$ cat config.mk
export PLATFORM = sky130hd
export DESIGN_NAME = hamming_secded_encoder_flat
export DESIGN_NICKNAME = d
export VERILOG_FILES = /design/src/rtl/hamming_secded_encoder_pkg.sv /design/src/rtl/hamming_secded_encoder_if.sv /design/src/rtl/hamming_secded_encoder_skid_buffer.sv /design/src/rtl/hamming_secded_encoder.sv /design/src/flat_wrapper.sv
export SDC_FILE = /design/constraint.sdc
export NUM_CORES = 1
export LEC_CHECK = 0
export CAP_MARGIN = 20
export CORE_ASPECT_RATIO = 1.25
export CORE_MARGIN = 5
export CORE_UTILIZATION = 25
export DETAILED_ROUTE_END_ITERATION = 8
export GPL_TIMING_DRIVEN = 1
export HOLD_SLACK_MARGIN = 0.05
export PLACE_DENSITY = 0.48
export SYNTH_ARGS = -nofsm -noshare
export SYNTH_HDL_FRONTEND = slang
export SYNTH_HIERARCHICAL = 1
export SYNTH_SLANG_ARGS = --single-unit
export TNS_END_PERCENT = 30
$ cat constraint.sdc
create_clock -name clk -period 1.6 [get_ports clk]
set_clock_uncertainty 0.2 [all_clocks]
set_input_delay 0.24 -clock clk [delete_from_list [all_inputs] [get_ports clk]]
set_output_delay 0.24 -clock clk [all_outputs]
set_load 0.01 [all_outputs]
$ cat src/rtl/hamming_secded_encoder_pkg.sv
// hamming_pkg: Hamming/SECDED helper functions and buffer state type, shared with the decoder.
// Rev 1.0
`default_nettype none

package hamming_pkg;

  localparam int MAX_CODE_W = 64;

  typedef enum logic [1:0] {
    BUF_EMPTY = 2'd0,
    BUF_ONE   = 2'd1,
    BUF_FULL  = 2'd2
  } buf_state_e;

  function automatic bit is_pow2(input int pos);
    return (pos > 0) && ((pos & (pos - 1)) == 0);
  endfunction

  function automatic int hamming_r(input int data_w);
    int r;
    r = 0;
    for (int i = 0; i < 7; i++) begin
      if ((1 << r) < data_w + r + 1) r++;
    end
    return r;
  endfunction

  function automatic int hamming_code_w(input int data_w, input bit secded);
    return data_w + hamming_r(data_w) + int'(secded);
  endfunction

  // Data fills non-power-of-two positions first; parity is then taken over those positions.
  function automatic logic [MAX_CODE_W-1:0] hamming_encode(input logic [MAX_CODE_W-1:0] data,
                                                           input int data_w,
                                                           input bit secded);
    int                    n;
    int                    di;
    logic                  par;
    logic [MAX_CODE_W-1:0] code;
    n    = data_w + hamming_r(data_w);
    code = '0;
    di   = 0;
    for (int p = 1; p < MAX_CODE_W; p++) begin
      if (p <= n && !is_pow2(p)) begin
        code[6'(p - 1)] = data[6'(di)];
        di++;
      end
    end
    for (int k = 0; k < 6; k++) begin
      par = 1'b0;
      for (int p = 1; p < MAX_CODE_W; p++) begin
        if (p <= n && !is_pow2(p) && (((p >> k) & 1) == 1)) par = par ^ code[6'(p - 1)];
      end
      if ((1 << k) <= n) code[6'((1 << k) - 1)] = par;
    end
    if (secded) code[6'(n)] = ^code;
    return code;
  endfunction

endpackage

`default_nettype wire

$ cat src/rtl/hamming_secded_encoder_if.sv
// hamming_secded_encoder_if: data-in / code-out handshake bundle plus transfer counter.
// Rev 1.0
`default_nettype none

interface hamming_secded_encoder_if #(
  parameter int DATA_W = 4,
  parameter int CODE_W = 8,
  parameter int CNT_W  = 16
);
  logic [DATA_W-1:0] in_data;
  logic              in_valid;
  logic              in_ready;
  logic [CODE_W-1:0] out_code;
  logic              out_valid;
  logic              out_ready;
  logic [CNT_W-1:0]  code_cnt;

  modport master (
    output in_data, in_valid, out_ready,
    input  in_ready, out_code, out_valid, code_cnt
  );

  modport slave (
    input  in_data, in_valid, out_ready,
    output in_ready, out_code, out_valid, code_cnt
  );
endinterface

`default_nettype wire

$ cat src/rtl/hamming_secded_encoder_skid_buffer.sv
// hamming_skid_buffer: 2-entry out/skid register with valid/ready, registered in_ready and enable.
// Rev 1.0
`default_nettype none

module hamming_skid_buffer
  import hamming_pkg::*;
#(
  parameter int WIDTH = 8
) (
  input  wire logic             clk,
  input  wire logic             rst_n,
  input  wire logic             ena_i,
  input  wire logic [WIDTH-1:0] in_data_i,
  input  wire logic             in_valid_i,
  output logic                  in_ready_o,
  output logic [WIDTH-1:0]      out_data_o,
  output logic                  out_valid_o,
  input  wire logic             out_ready_i
);

  buf_state_e       state_q, state_d;
  logic [WIDTH-1:0] out_q, out_d;
  logic [WIDTH-1:0] skid_q, skid_d;
  logic             rdy_q, rdy_d;
  logic             accept;
  logic             xfer;

  assign in_ready_o  = rdy_q & ena_i;
  assign out_valid_o = (state_q != BUF_EMPTY) & ena_i;
  assign out_data_o  = out_q;
  assign accept      = in_valid_i & in_ready_o;
  assign xfer        = out_valid_o & out_ready_i;

  always_comb begin
    state_d = state_q;
    out_d   = out_q;
    skid_d  = skid_q;
    case (state_q)
      BUF_EMPTY: begin
        if (accept) begin
          out_d   = in_data_i;
          state_d = BUF_ONE;
        end
      end
      BUF_ONE: begin
        if (accept && xfer) begin
          out_d = in_data_i;
        end else if (accept) begin
          skid_d  = in_data_i;
          state_d = BUF_FULL;
        end else if (xfer) begin
          state_d = BUF_EMPTY;
        end
      end
      BUF_FULL: begin
        if (xfer) begin
          out_d   = skid_q;
          state_d = BUF_ONE;
        end
      end
      default: state_d = BUF_EMPTY;
    endcase
  end

  // in_ready is a function of the next occupancy only, keeping it off the out_ready path.
  assign rdy_d = (state_d != BUF_FULL);

  always_ff @(posedge clk or negedge rst_n) begin
    if (!rst_n) begin
      state_q <= BUF_EMPTY;
      out_q   <= '0;
      skid_q  <= '0;
      rdy_q   <= 1'b0;
    end else if (ena_i) begin
      state_q <= state_d;
      out_q   <= out_d;
      skid_q  <= skid_d;
      rdy_q   <= rdy_d;
    end
  end

endmodule

`default_nettype wire

$ cat src/rtl/hamming_secded_encoder.sv
// hamming_secded_encoder: combinational Hamming/SECDED encode into a 2-entry skid buffer, with transfer counter.
// Rev 1.0
`default_nettype none

module hamming_secded_encoder
  import hamming_pkg::*;
#(
  parameter int DATA_W = 4,
  parameter int SECDED = 1,
  parameter int CNT_W  = 16
) (
  input  wire logic                clk,
  input  wire logic                rst_n,
  input  wire logic                ena,
  hamming_secded_encoder_if.slave  bus
);

  localparam int R      = hamming_r(DATA_W);
  localparam int CODE_W = DATA_W + R + SECDED;

  logic [CODE_W-1:0] enc_code;
  logic [CNT_W-1:0]  cnt_q, cnt_d;
  logic              xfer;

  assign enc_code = CODE_W'(hamming_encode(MAX_CODE_W'(bus.in_data), DATA_W, SECDED != 0));

  hamming_skid_buffer #(
    .WIDTH (CODE_W)
  ) u_skid (
    .clk         (clk),
    .rst_n       (rst_n),
    .ena_i       (ena),
    .in_data_i   (enc_code),
    .in_valid_i  (bus.in_valid),
    .in_ready_o  (bus.in_ready),
    .out_data_o  (bus.out_code),
    .out_valid_o (bus.out_valid),
    .out_ready_i (bus.out_ready)
  );

  assign xfer  = bus.out_valid & bus.out_ready;
  assign cnt_d = xfer ? cnt_q + 1'b1 : cnt_q;

  always_ff @(posedge clk or negedge rst_n) begin
    if (!rst_n) begin
      cnt_q <= '0;
    end else begin
      cnt_q <= cnt_d;
    end
  end

  assign bus.code_cnt = cnt_q;

endmodule

`default_nettype wire

$ cat src/flat_wrapper.sv
// flat-port wrapper written by rule: the top's interface ports become plain ports
module hamming_secded_encoder_flat import hamming_pkg::*;
#(
  parameter int DATA_W = 4,
  parameter int SECDED = 1,
  parameter int CNT_W  = 16
)
  (clk, rst_n, ena, bus_in_data, bus_in_valid, bus_out_ready, bus_in_ready, bus_out_code, bus_out_valid, bus_code_cnt);
  hamming_secded_encoder_if #(.DATA_W(DATA_W), .CNT_W(CNT_W)) bus_i ();
  input  wire logic clk;
  input  wire logic rst_n;
  input  wire logic ena;
  input wire logic [$bits(bus_i.in_data)-1:0] bus_in_data;
  input wire logic [$bits(bus_i.in_valid)-1:0] bus_in_valid;
  input wire logic [$bits(bus_i.out_ready)-1:0] bus_out_ready;
  output wire logic [$bits(bus_i.in_ready)-1:0] bus_in_ready;
  output wire logic [$bits(bus_i.out_code)-1:0] bus_out_code;
  output wire logic [$bits(bus_i.out_valid)-1:0] bus_out_valid;
  output wire logic [$bits(bus_i.code_cnt)-1:0] bus_code_cnt;
  assign bus_i.in_data = bus_in_data;
  assign bus_i.in_valid = bus_in_valid;
  assign bus_i.out_ready = bus_out_ready;
  assign bus_in_ready = bus_i.in_ready;
  assign bus_out_code = bus_i.out_code;
  assign bus_out_valid = bus_i.out_valid;
  assign bus_code_cnt = bus_i.code_cnt;
  hamming_secded_encoder #(.DATA_W(DATA_W), .SECDED(SECDED), .CNT_W(CNT_W)) u_core (.clk(clk), .rst_n(rst_n), .ena(ena), .bus(bus_i));
endmodule
==> results of run 1 <==
## metal layers
metal | vias to the layer above | routed length (um) | track usage (%)
met5 | - | 0 | 0
met4 | 0 | 53 | 3.532
met3 | 5 | 220 | 4.157
met2 | 29 | 1781 | 15.01
met1 | 573 | 1637 | 10.38
li1 | 588 | - | -
## final timing paths
check | start | slack, ps | endpoint
min reg2reg | u_core/bus.code_cnt[15] | 270 | u_core/bus.code_cnt[15]
max reg2reg | u_core/u_skid/state_q[1] | -170 | u_core/u_skid/skid_q[6]
min | rst_n | 120 | u_core/bus.code_cnt[9]
max in group asynchronous | rst_n | 880 | u_core/bus.code_cnt[3]
min in group clk | u_core/bus.code_cnt[15] | 270 | u_core/bus.code_cnt[15]
max | u_core/u_skid/state_q[1] | -170 | u_core/u_skid/skid_q[6]
## worst reg2reg max path: stages, from the launching register on
cell and delay, ps:
dfrtp_2 450, nand4b_1 270, nor3b_4 250, buf_12 160, mux2_2 330
## where the power goes
part           internal [mW]  switching [mW]  total (mW)
clock network          0.290           0.291       0.581
registers               1.18           0.207        1.38
logic                  0.760           0.460        1.22
total                   2.23           0.958        3.18
## cell type report
| cell class | count | area share, % |
|---|---|---|
| clock buffer | 6 | 2.943 |
| tap | 90 | 4.566 |
| sequential | 35 | 35.77 |
| timing repair buffer | 59 | 21.61 |
| multi-input combinational | 92 | 34.96 |
| inverter | 1 | 0.1522 |
## cells in the mapped netlist, drive strengths merged (3+ instances only)
library cell  instances
dfrtp                35
mux2                 25
nand2                 6
nand3                 4
nand4                 3
nor2                  4
o21ai                 3
xnor2                15
xor2                  6
## registers in the layout, summed over array words and instances (netlist names)
signal	count
u_core/u_skid/skid_q	8
u_core/u_skid/rdy_q	1
u_core/u_skid/state_q	2
u_core/u_skid/out_data_o	8
u_core/bus.code_cnt	16
## logic make-up after synthesis
family,Yosys count
AND/OR/NAND/NOR,35
multiplexers,25
XOR/XNOR,21
AO/OA/AOI/OAI,10
adder cells (fa/ha/maj),1
flip-flops,35
buffers and inverters,4
## what timing repair did
item / CTS / global route
cloned: 0 / 0
buffers inserted: 2 / 2
pin swaps: 1 / 2
endpoints found under the hold margin: 0 / 0
endpoints found under the setup margin: 54 / 30
resized for setup: 40 / 6
==> metrics.yaml, run 1 <==
post-route-min-period_ps: 1771
synth-seq-cells: 35
hpwl_um: 2636
cp.arrival_ps: 1740
critPathMaxFanout: 9
clock-root-buffer: "clkbuf_8"
path_clk_slew_ps: 70
synth_edf_count: 0
grt_start_max_net_pins: 36
synth_cells: 131
crit_family: "simple AND/OR/NAND/NOR gates"
status: "finished with violations"
layout_common_cells: "30 x dfrtp_1, 26 x dlygate4sd2_1, 21 x buf_4, 15 x xnor2_1, 14 x mux2_2"
grt_antenna_before_repair: 0
h-tree-depth: 2
finalCritPeriodShare_pct: 110.7
max_cap_viol_count: 0
core_mm2: 0.006849
wire_per_inst_um: 13.04
grt-ovfl-total: 0
syn_to_final_growth_pct: 42.62
grt_pass1_wl_um: 6168
path_class: "flip-flop to flip-flop"
start_util_pct: 25.25
final-seq-area_um2: 882.1
cp_slowest_stage_delay_ps: 450
synth_top_cells_by_area: "dfrtp_1 51%, mux2_2 11%, xnor2_1 7.6%"
synth_ff_type: "dfrtp_1"
clk_path_buf_depth: 2
cts_hold_buf: 0
drive_gt1_share_pct: 40.41
syn_nets: 141
cp_data_required_time_ps: 1570
slew_headroom_pct: 86.92
num_io_pins: 35
clock.fmax_ghz: 0.5648
detail-route-antenna-nets: 0
fin_util_pct: 36.01
first_global_vias: 1330
firstDrtPassIters: 3
netlist_area_mm2: 0.001729
drcViolationCount: 0
grt.total_usage_pct: 9.096
cts_sinks: 35
yosys.area.top_type_share_pct: 50.65
hold_viol_final: 0
totalWireLength_um: 3691
dieWidth_um: 84.39
yosysWarnings: 6
synth-adder-area-share_pct: 0.7236
portBuffers: 34
clk_latency_ps: 280
placed_cells: 273
tritoncts: "yes"
yosysUniqueCellTypes: 38
synth_simple_gate_area_share_pct: 14.33
fin_nets: 204
synth_mux_area_share_pct: 18.02
rsz0062_at_grt: "true"
place.gp.congestion: 0.7191
whs_ps: 124.3
num_antenna_cells: 0
failed_checks: "setup timing"
vias_per_cell: 4.223
yosys.area_share.xor_xnor_pct: 11.07
synthArstFlopShare_pct: 100.0
synth_compound_area_share_pct: 3.907
cp_num_buf_inv: 1
start_kind: "flip-flop"
die_y_um: 103.0
finalWorstSetupSlack_ps: -170.6
cts_made_buffers: 5
multi_input_area_um2: 862.1
seq_area_frac_synth_pct: 50.65
place_area_mm2: 0.002364
design_area_mm2: 0.002466
die-area_mm2: 0.008690
finalMaxSlewViolations: 0
cp.depth: 4
dr_total_vias: 1195
setup_tns_ps: -2723
syn_avg_cell_area_um2: 13.20
p_per_area_mw_per_mm2: 1291
peakVddDrop_mv: 0.6136
num_rows: 34
power_leakage_nw: 1.147
pre_cts_slack_ps: -469.3
nFillCells: 670
report.final.setup_viol: 20
post-synth-top-area-cell: "dfrtp_1"
reg2reg_depth: 4
final_cells: 283
initialDrtViolationCount: 30
synth_top_family_by_area: "multiplexers"
cp_slowest_cell: "dfrtp_2"
layout_commonest_cell: "dfrtp_1"
power.total_mw: 3.185
crit_path_end_kind: "flip-flop"
path_cells: "nand4b_1, nor3b_4, buf_12, mux2_2"
holdCritPathClass: "input port to async pin"
worstMarginPinSlew_ps: 195.6
(Power assumes the default switching activity.)
==> run 2, diff against run 1 <==
--- a/config.mk
+++ b/config.mk
@@ -7,7 +7,7 @@
 export LEC_CHECK = 0
 export CAP_MARGIN = 20
 export CORE_ASPECT_RATIO = 1.25
-export CORE_MARGIN = 5
+export CORE_MARGIN = 3
 export CORE_UTILIZATION = 25
 export DETAILED_ROUTE_END_ITERATION = 8
 export GPL_TIMING_DRIVEN = 1
==> run 2 against run 1 <==
  * The run still ends with setup timing left
  * Worst setup slack better by 5.4 ps
  * Wire length is 0.57% lower
  * Highest routed layer unchanged
  * Register-to-register slack about the same
  * Maximum frequency increased by 0.30%
  * Final cell count shrank 0.35%
==> metrics.yaml, run 2 (synthesis gave the netlist of run 1 again) <==
start_kind: "flip-flop"
totalWireLength_um: 3670  # -0.57%
cp_data_required_time_ps: 1560  # about the same
fin_util_pct: 37.87  # +1.9 points
start_util_pct: 26.01  # +0.77 points
first_global_vias: 1285  # -3.4%
slew_headroom_pct: 86.64  # -0.29 points
num_antenna_cells: 0  # unchanged
finalCritPeriodShare_pct: 110.3  # -0.34 points
post-route-min-period_ps: 1765  # -5.379 ps
crit_path_start: "u_core/u_skid/state_q[0]"
largest_reg_flops: 16  # unchanged
worstMarginPinSlew_ps: 199.0  # +3.398 ps
clock-root-buffer: "clkbuf_8"
h-tree-depth: 2  # unchanged
failed_checks: "setup timing"
report.final.setup_viol: 22  # +10%
crit_path_end_kind: "flip-flop"
reg2reg_depth: 4  # unchanged
whs_ps: 142.7  # +18.45 ps
cp.arrival_ps: 1720  # -20 ps
detail-route-antenna-nets: 0  # unchanged
clock.fmax_ghz: 0.5665  # +0.30%
initialDrtViolationCount: 50  # +67%
layout_common_cells: "31 x dfrtp_1, 25 x dlygate4sd2_1, 22 x buf_4, 16 x mux2_4, 15 x xnor2_1"
cts_sinks: 35  # unchanged
finalMaxSlewViolations: 0  # unchanged
grt.total_usage_pct: 10.07  # +0.97 points
num_rows: 33  # -2.9%
rsz0062_at_grt: "true"
path_clk_slew_ps: 70  # about the same
p_per_area_mw_per_mm2: 1356  # +5.0%
holdCritPathClass: "input port to async pin"
hold_viol_final: 0  # unchanged
drive_gt1_share_pct: 41.03  # +0.61 points
design_area_mm2: 0.002517  # +2.1%
num_io_pins: 35  # unchanged
path_class: "flip-flop to flip-flop"
internal-power_mw: 2.439  # +9.5%
grt-ovfl-total: 0  # unchanged
cts_made_buffers: 5  # unchanged
grt_pass1_wl_um: 6272  # +1.7%
p_comb_share_pct: 37.3  # -1.0 points
firstDrtPassIters: 3  # unchanged
grt_antenna_before_repair: 0  # unchanged
die-area_mm2: 0.007957  # -8.4%
core_mm2: 0.006648  # -2.9%
drcViolationCount: 0  # unchanged
dr_total_vias: 1218  # +1.9%
finalWorstSetupSlack_ps: -165.2  # +5.379 ps
critPathMaxFanout: 8  # -1
vias_per_cell: 4.319  # +2.3%
dieWidth_um: 80.39  # -4.7%
die_y_um: 98.99  # -3.9%
syn_to_final_growth_pct: 45.59
nFillCells: 661  # -1.3%
grt_start_max_net_pins: 36  # unchanged
peakVddDrop_mv: 0.6102  # -0.55%
swShare_pct: 28.52  # -1.5 points
power_leakage_nw: 1.190  # +3.8%
r2r_slack_ps: -170  # about the same
switchingPower_mw: 0.9733  # +1.6%
fin_nets: 205  # +0.49%
r2r-start: "u_core/u_skid/state_q[0]"
clk_path_buf_depth: 2  # unchanged
place.gp.congestion: 0.7385  # +2.7%
portBuffers: 34  # unchanged
max_cap_viol_count: 0  # unchanged
hpwl_um: 2597  # -1.5%
status: "finished with violations"
pwr-share-seq_pct: 40.6  # -2.9 points
clk_latency_ps: 280  # about the same
p_clk_share_pct: 22.1  # +3.9 points
layout_commonest_cell: "dfrtp_1"
wire_per_inst_um: 13.01  # -0.22%
tritoncts: "yes"
place_area_mm2: 0.002375  # +0.48%
[run 2: final timing paths]
| kind | end |
|---|---|
| setup / recovery | u_core/u_skid/out_data_o[3] |
| hold / removal | u_core/u_skid/out_data_o[2] |
| setup reg to reg | u_core/u_skid/out_data_o[3] |
| hold reg to reg | u_core/bus.code_cnt[15] |
| max in group asynchronous | u_core/bus.code_cnt[6] |
| min in group clk | u_core/bus.code_cnt[15] |
[run 2: repair_timing]
| action | in CTS | in global routing |
|---|---|---|
| resized for setup | 45 | 7 |
| gates cloned | 0 | 0 |
| setup buffers | 2 | 1 |
| hold endpoints to repair | 0 | 0 |
| pin swaps | 3 | 4 |
| endpoints found under the setup margin | 54 | 32 |
| hold buffers | 0 | 0 |
[run 2: cell type report]
type,count,area [um^2],share of cell area [%]
flip-flops and latches,35,880.8,34.99
multi-input cells,92,883.3,35.09
well taps,87,108.9,4.324
clock buffers,6,72.57,2.883
clock inverters,1,30.03,1.193
inverters,1,3.754,0.1491
repair buffers,60,538.0,21.37
[run 2: power groups by stage]
stage	Clock [mW]	Combinational [mW]	Sequential, mW
floorplan	0	0.600	1.44
global placement	0	1.29	1.38
CTS	0.786	1.26	1.39
finish	0.754	1.27	1.39
global route	0.828	1.39	1.43
detailed placement	0	1.31	1.39
[run 2: per-stage QoR]
| step | TNS [ps] | setup WS (ps) | power (mW) | std cells |
|---|---|---|---|---|
| 4_1_cts | -2648 | -160.7 | 3.437 | 281 |
| 5_1_grt | -4247 | -227.2 | 3.649 | 282 |
| 6_report | -2419 | -165.2 | 3.413 | 282 |
| 3_3_place_gp | -11570 | -420.0 | 2.672 | 272 |
| 3_5_place_dp | -12570 | -480.8 | 2.701 | 272 |
| 2_1_floorplan | -2084 | -122.4 | 2.038 | 131 |
[run 2: worst max-delay path, stage by stage, from the launching register on]
cell	delay, ps
dfrtp_2	420
and4bb_1	240
o31a_1	340
buf_12	160
mux2_4	290
[run 2: layer usage]
metal | up-vias | track usage [%] | wire (um)
met2 | 34 | 15.18 | 1719
met1 | 591 | 13.65 | 1734
met4 | 0 | 3.121 | 27
met5 | - | 0 | 0
li1 | 588 | - | -
met3 | 5 | 3.291 | 190
